## src/rtl/alu_arbiter.sv

```systemverilog
// alu_arbiter: round-robin sharing of one combinational ALU between two valid/ready requesters
// clk/rst: rising-edge clock, synchronous active-high reset
// req0_*/req1_*: request ports (valid/ready, operands a/b, fn); req0 is execute, req1 is address/branch
// rsp_*: shared response channel (valid/ready, id, result, zero, ovf, err)
// alu_i0/alu_i1/alu_fn: registered ALU inputs; alu_otp/alu_zero/alu_ovrflo: ALU outputs
// busy: an operation is in flight or its response is pending
module alu_arbiter #(
  parameter int WIDTH      = 32,
  parameter int FN_W       = 6,
  parameter int MUL_CYCLES = 2
) (
  input  logic             clk,
  input  logic             rst,
  input  logic             req0_valid,
  output logic             req0_ready,
  input  logic [WIDTH-1:0] req0_a,
  input  logic [WIDTH-1:0] req0_b,
  input  logic [FN_W-1:0]  req0_fn,
  input  logic             req1_valid,
  output logic             req1_ready,
  input  logic [WIDTH-1:0] req1_a,
  input  logic [WIDTH-1:0] req1_b,
  input  logic [FN_W-1:0]  req1_fn,
  output logic             rsp_valid,
  input  logic             rsp_ready,
  output logic             rsp_id,
  output logic [WIDTH-1:0] rsp_result,
  output logic             rsp_zero,
  output logic             rsp_ovf,
  output logic             rsp_err,
  output logic [WIDTH-1:0] alu_i0,
  output logic [WIDTH-1:0] alu_i1,
  output logic [FN_W-1:0]  alu_fn,
  input  logic [WIDTH-1:0] alu_otp,
  input  logic             alu_zero,
  input  logic             alu_ovrflo,
  output logic             busy
);
  typedef enum logic [1:0] {IDLE, EXEC, RESP} state_t;
  localparam logic [FN_W-1:0] FN_MUL = FN_W'(2);
  state_t state, state_n;
  logic last_grant, grant, acc, op_id, err_q;
  logic [3:0] cnt;
  logic [WIDTH-1:0] a_sel, b_sel;
  logic [FN_W-1:0] fn_sel;
  function automatic logic legal(input logic [FN_W-1:0] f);
    return f inside {FN_W'(0), FN_W'(1), FN_W'(2), FN_W'(4), FN_W'(5), FN_W'(6), FN_W'(8), FN_W'(9), FN_W'(11)};
  endfunction
  // on a tie the requester that did not win last time gets the ALU
  assign grant      = (req0_valid && req1_valid) ? ~last_grant : req1_valid;
  assign req0_ready = (state == IDLE) && req0_valid && !grant;
  assign req1_ready = (state == IDLE) && req1_valid && grant;
  assign acc        = req0_ready || req1_ready;
  assign a_sel      = grant ? req1_a : req0_a;
  assign b_sel      = grant ? req1_b : req0_b;
  assign fn_sel     = grant ? req1_fn : req0_fn;
  assign rsp_valid  = state == RESP;
  assign busy       = state != IDLE;
  always_comb begin
    state_n = state;
    case (state)
      IDLE:    state_n = acc ? EXEC : IDLE;
      EXEC:    state_n = cnt == 4'd0 ? RESP : EXEC;
      RESP:    state_n = rsp_ready ? IDLE : RESP;
      default: state_n = IDLE;
    endcase
  end
  always_ff @(posedge clk) begin
    if (rst) begin
      state      <= IDLE;
      last_grant <= 1'b1;
      op_id      <= 1'b0;
      err_q      <= 1'b0;
      cnt        <= 4'd0;
      alu_i0     <= '0;
      alu_i1     <= '0;
      alu_fn     <= '0;
      rsp_id     <= 1'b0;
      rsp_result <= '0;
      rsp_zero   <= 1'b0;
      rsp_ovf    <= 1'b0;
      rsp_err    <= 1'b0;
    end else begin
      state <= state_n;
      if (acc) begin
        alu_i0     <= a_sel;
        alu_i1     <= b_sel;
        alu_fn     <= fn_sel;
        op_id      <= grant;
        last_grant <= grant;
        cnt        <= fn_sel == FN_MUL ? 4'(MUL_CYCLES) : 4'd0;
        err_q      <= !legal(fn_sel);
      end
      if (state == EXEC) begin
        if (cnt != 4'd0) cnt <= cnt - 4'd1;
        else begin
          rsp_result <= err_q ? '0 : alu_otp;
          rsp_zero   <= !err_q && alu_zero;
          rsp_ovf    <= !err_q && alu_ovrflo;
          rsp_err    <= err_q;
          rsp_id     <= op_id;
        end
      end
    end
  end
endmodule

```

## config.mk

```make
export PLATFORM = sky130hd
export DESIGN_NAME = alu_arbiter
export DESIGN_NICKNAME = d
export VERILOG_FILES = /design/src/rtl/alu_arbiter.sv
export SDC_FILE = /design/constraint.sdc
export NUM_CORES = 1
export LEC_CHECK = 0
export ABC_AREA = 1
export CORE_ASPECT_RATIO = 0.8
export CORE_MARGIN = 1.5
export CORE_UTILIZATION = 37
export CTS_CLUSTER_DIAMETER = 40
export CTS_CLUSTER_SIZE = 14
export DETAILED_ROUTE_END_ITERATION = 10
export PLACE_DENSITY = 0.78
export SYNTH_ARGS = -nofsm -noshare
export SYNTH_HDL_FRONTEND = slang
export SYNTH_SLANG_ARGS = --single-unit
```

## constraint.sdc

```tcl
create_clock -name clk -period 2.1 [get_ports clk]
set_clock_uncertainty 0.15 [all_clocks]
set_input_delay 0.42 -clock clk [delete_from_list [all_inputs] [get_ports clk]]
set_output_delay 0.42 -clock clk [all_outputs]
set_load 0.1 [all_outputs]
```

Word level (Yosys, flattened, before mapping)
Cells that the tools add are included.
- flip-flop bits (word level): 115
- input port bits: 179
- word-level logic and storage cells: 57
- output and inout bits: 110
- muxes and demuxes: 13
- bitwise operators: 2
- reductions and logical operators: 18
- $add $sub $neg: 1
- equal/unequal tests: 10
- operators with widths (kind ; count):
    $mux W32 ; 3
    $eq A6 B3 Y1 const B ; 3
    $eq A6 B4 Y1 const B ; 3
    $mux W4 ; 3
    $reduce_bool A9 Y1 ; 1
    $logic_and A1 B1 Y1 ; 7
    $eq A6 B1 Y1 const B ; 1
    $eq A6 B2 Y1 const B ; 1
    $logic_not A6 Y1 ; 1
    $mux W2 ; 3
    $mux W6 ; 1
    $pmux W2 S3 ; 1
    $logic_not A4 Y1 ; 1
    $reduce_bool A4 Y1 ; 1
    $sub A4 B1 Y4 const B ; 1
    $logic_not A1 Y1 ; 3
    $eq A2 B1 Y1 const B ; 1
    $eq A2 B2 Y1 const B ; 1
    $logic_not A2 Y1 ; 1
    $mux W1 ; 2
    $not A1 Y1 ; 2
    $reduce_and A2 Y1 ; 1
    $reduce_bool A2 Y1 ; 1
    $logic_or A1 B1 Y1 ; 1

Logic depth before layout (Yosys ltp)
- depth in word-level cells: 8
- mapped depth: 10
- gate-level depth less buffers: 9

Worst setup path after synthesis
Ideal clock, no wire load.
- path type: flip-flop to flip-flop
- from: register state[1]
- to: register alu_i0[0]
- path buffers: 2
- slack: -0.323 ns
- clock period less this slack: 2.423 ns
- arrival: 2.199 ns
- stages on the path, launching flop included: 10
- library setup time: 0.074 ns
- required time: 1.876 ns
- cell sequence: dfxtp_1 > nor2_1 > inv_1 > nor2_4 > nor2_4 > inv_4 > buf_6 > buf_6 > o21ai_1 > a31oi_1
- longest elaborated chain between the ends: 4
- elaborated cells on any way between the ends: 6
- those cells by class: reduce/logical: 6
- RTL lines (item ; RTL line ; source):
    from (decl) ; 41 ; state_t state, state_n;
    from (signal assigned) ; 84 ; state <= state_n;
    $logic_not A2 Y1 ; 52 ; assign req1_ready = (state == IDLE) && req1_valid && grant;
    $logic_and A1 B1 Y1 (2 in a row) ; 52 ;
    net req1_ready ; 20 ; output logic req1_ready,
    $logic_or A1 B1 Y1 ; 53 ; assign acc = req0_ready || req1_ready;
    to (signal assigned) ; 86 ; alu_i0 <= a_sel;
    to (decl) ; 31 ; output logic [WIDTH-1:0] alu_i0,
The timed path passes the listed nets, and every way through them passes these cells.
A chain may end at the register's enable or synchronous reset.

Worst setup path after layout
- from: register state[1]
- to: output port req0_ready
- longest elaborated chain between the ends: 3
- RTL lines (item ; RTL line ; source):
    $logic_not A2 Y1 ; 51 ; assign req0_ready = (state == IDLE) && req0_valid && !grant;
    $logic_and A1 B1 Y1 (2 in a row) ; 51 ;
    to (decl) ; 15 ; output logic req0_ready,
No other way between the ends.

==> results.yml <==
synth:
  synth_seq_area_share_pct: 48.8
  synthArstFlopShare_pct: 0
  yosysUniqueCellTypes: 25
  synthCells: 607
  synth_top_area_share_pct: 48.8
  syn_area_mm2: 0.00472
  synth_most_common_cell: "nand2_1"
  synth_area_leader_cell: "dfxtp_1"
  syn_nets: 787
  synth_warnings: 0
  syn_area_per_cell_um2: 7.77
  ys_ff_latch: 115
  ys_top_cells_by_area: "dfxtp_1, nand2_1, a31oi_1"
  synth_flop_cell: "dfxtp_1"
  synth_common_cells: "nand2_1, dfxtp_1, a31oi_1, o21ai_0, nor2_1"
  synth-edff-count: 0
hold_path:
  min_path_type: "reg2reg"
  min-delay-start: "op_id"
  min_path_cells: 2
drt:
  ant_nets: 0
  drc_errors: 0
  met1Wirelength_um: 6610
  wl_met3_um: 1030
  wl_met2_um: 8260
  viasPerCell: 5.03
  first_pass_iters: 5
  top_layer: "met4"
  drt_iter0_drc: 280
  vias: 5384
  wl_per_cell_um: 15.3
  drt_wl_total_um: 16400
job:
  max_cap_viol_count: 0
placement:
  hpwl_um: 12200
  port_buffers: 288
  gp_congestion: 0.825
  dp_cells: 1038
timing:
  hold_viol_final: 0
  tightest_slew_ns: 0.404
  timing.final.crit_share_pct: 94.7
  finalMaxSlewViolations: 0
  slew_headroom_pct: 73.1
  finalSetupViolCount: 0
  whs_ns: 0.320
  rsz0062_at_grt: "false"
  period_minus_slack_ns: 1.99
  max_freq_mhz: 503
layout:
  layout-drive-gt1-share_pct: 19.7
  n_antenna_cell: 0
  final_cells: 1071
  final_util_pct: 66.7
  multi_input_area_mm2: 0.00208
  fillers: 1028
  area_growth_pct: 74.0
  seq_area_mm2: 0.00230
  nets: 1067
critical_path:
  reg2regPathDepth: 9
  cp-start-kind: "register"
  cp-end-kind: "output port"
  crit_fanout: 3
  critical_path_class: "reg2out"
  critPathMaxStageDelay_ns: 0.32
  startpoint: "state[1]"
  worstPathRequired_ns: 1.53
  r2r-start: "state[0]"
  cpMaxStageDelayCell: "dfxtp_1"
  cp_cell_sequence: "nor2_2 > nand2_1 > nor2_4 > buf_4 > buf_12"
  arrival_ns: 1.42
die:
  ioPinCount: 289
  core-area_mm2: 0.0123
  rows: 36
  die_w_um: 129
  dieArea_mm2: 0.0134
  start_util_pct: 38.4
  fp.dieH_um: 104
pwr:
  powerDensity_mw_per_mm2: 1170
  p_total_uw: 9640
  leakage_uw: 0.00352
  vdd_drop_max_uv: 661
clock_tree:
  cts_sinks: 115
  root_buffer: "clkbuf_16"
  ctsLongestPathBuffers: 2
  htree_levels: 4
  clk_pin_slew_ns: 0.05
  numCtsBuffers: 17
  cts_tree: "built"
  clk_latency_ns: 0.40
global_routing:
  grt_pass1_wl_um: 25900
  grt_overflow: 0
  track_usage_pct: 24.4
  antenna_found_initial: 0
  grt_max_degree: 63
  grt_pass1_vias: 5321
run_status:
  status: "finished clean"
==> cell families after synthesis <==
| logic type | share of synthesized area [%] |
|---|---|
| simple gates | 20.1 |
| xor+xnor | 0.371 |
| flops | 48.8 |
| fa+ha+maj | 0.265 |
| compound gates | 23.2 |
| buf+inv | 7.27 |
==> layer usage <==
layer	vias to the layer above	global-route usage, %
met2	196	42.0
met4	0	10.2
met3	32	7.77
li1	2634	-
met5	-	0
met1	2522	27.6
==> sequential cells by signal, indices dropped and copies added (netlist names) <==
register    cells
cnt             4
op_id           1
err_q           1
rsp_ovf         1
alu_fn          6
rsp_zero        1
last_grant      1
rsp_id          1
state           2
rsp_result     32
rsp_err         1
alu_i1         32
alu_i0         32
==> per-stage QoR <==
stage | setup TNS [ns] | setup slack (ns) | area [µm²]
after global routing | 0 | 0.0132 | 8210
after global placement | -1.66 | -0.0559 | 7610
final | 0 | 0.110 | 8210
after floorplan | -21.16 | -0.314 | 4720
after CTS | 0 | 0.0521 | 8200
after detailed placement | -5.20 | -0.128 | 7610
==> area by class of cell <==
cell class                 instances  share of cell area (%)
timing repair buffer             311                    35.8
sequential                       115                    28.1
multi-input combinational        419                    25.3
clock buffer                      22                    5.90
tap                              171                    2.61
clock inverter                    10                    1.22
inverter                          23                    1.08
==> worst max-delay path, delay by kind of cell, from the launching register on <==
| family | cells | cell delay (ns) |
|---|---|---|
| buffers and inverters | 2 | 0.29 |
| and+or+nand+nor | 3 | 0.40 |
| DFF | 1 | 0.32 |
==> timing repair <==
action                                  CTS  global route
pin swaps                                 0             1
gates resized for setup                   2             1
endpoints found under the setup margin    2             2
hold buffers                              0             0
setup buffers                             0             1
==> power by group <==
part	internal, µW	total (µW)	switching [µW]
Clock	1760	2800	1040
Combinational	1110	4160	3050
Sequential	2500	2680	181
Total	5370	9640	4280
==> path summary, 6_finish.rpt <==
kind | to | slack (ns)
max | req0_ready | 0.11
min | op_id | 0.32
max reg2reg | alu_i1[20] | 0.36
min reg2reg | op_id | 0.32
==> cell usage in the layout, fill, tap and decap left out, drive strengths merged, types with 5 or more instances in the layout <==
| master | netlist | final |
|---|---|---|
| nand2 | 164 | 164 |
| dfxtp | 115 | 115 |
| clkdlybuf4s50 | 0 | 176 |
| a22oi | 34 | 34 |
| buf | 27 | 133 |
| clkbuf | 23 | 22 |
| a31oi | 64 | 64 |
| o21ai | 72 | 72 |
| a21oi | 14 | 14 |
| inv | 23 | 24 |
| nand3 | 11 | 11 |
| nand3b | 5 | 5 |
| nor2 | 50 | 50 |
(Power assumes the default switching activity.)
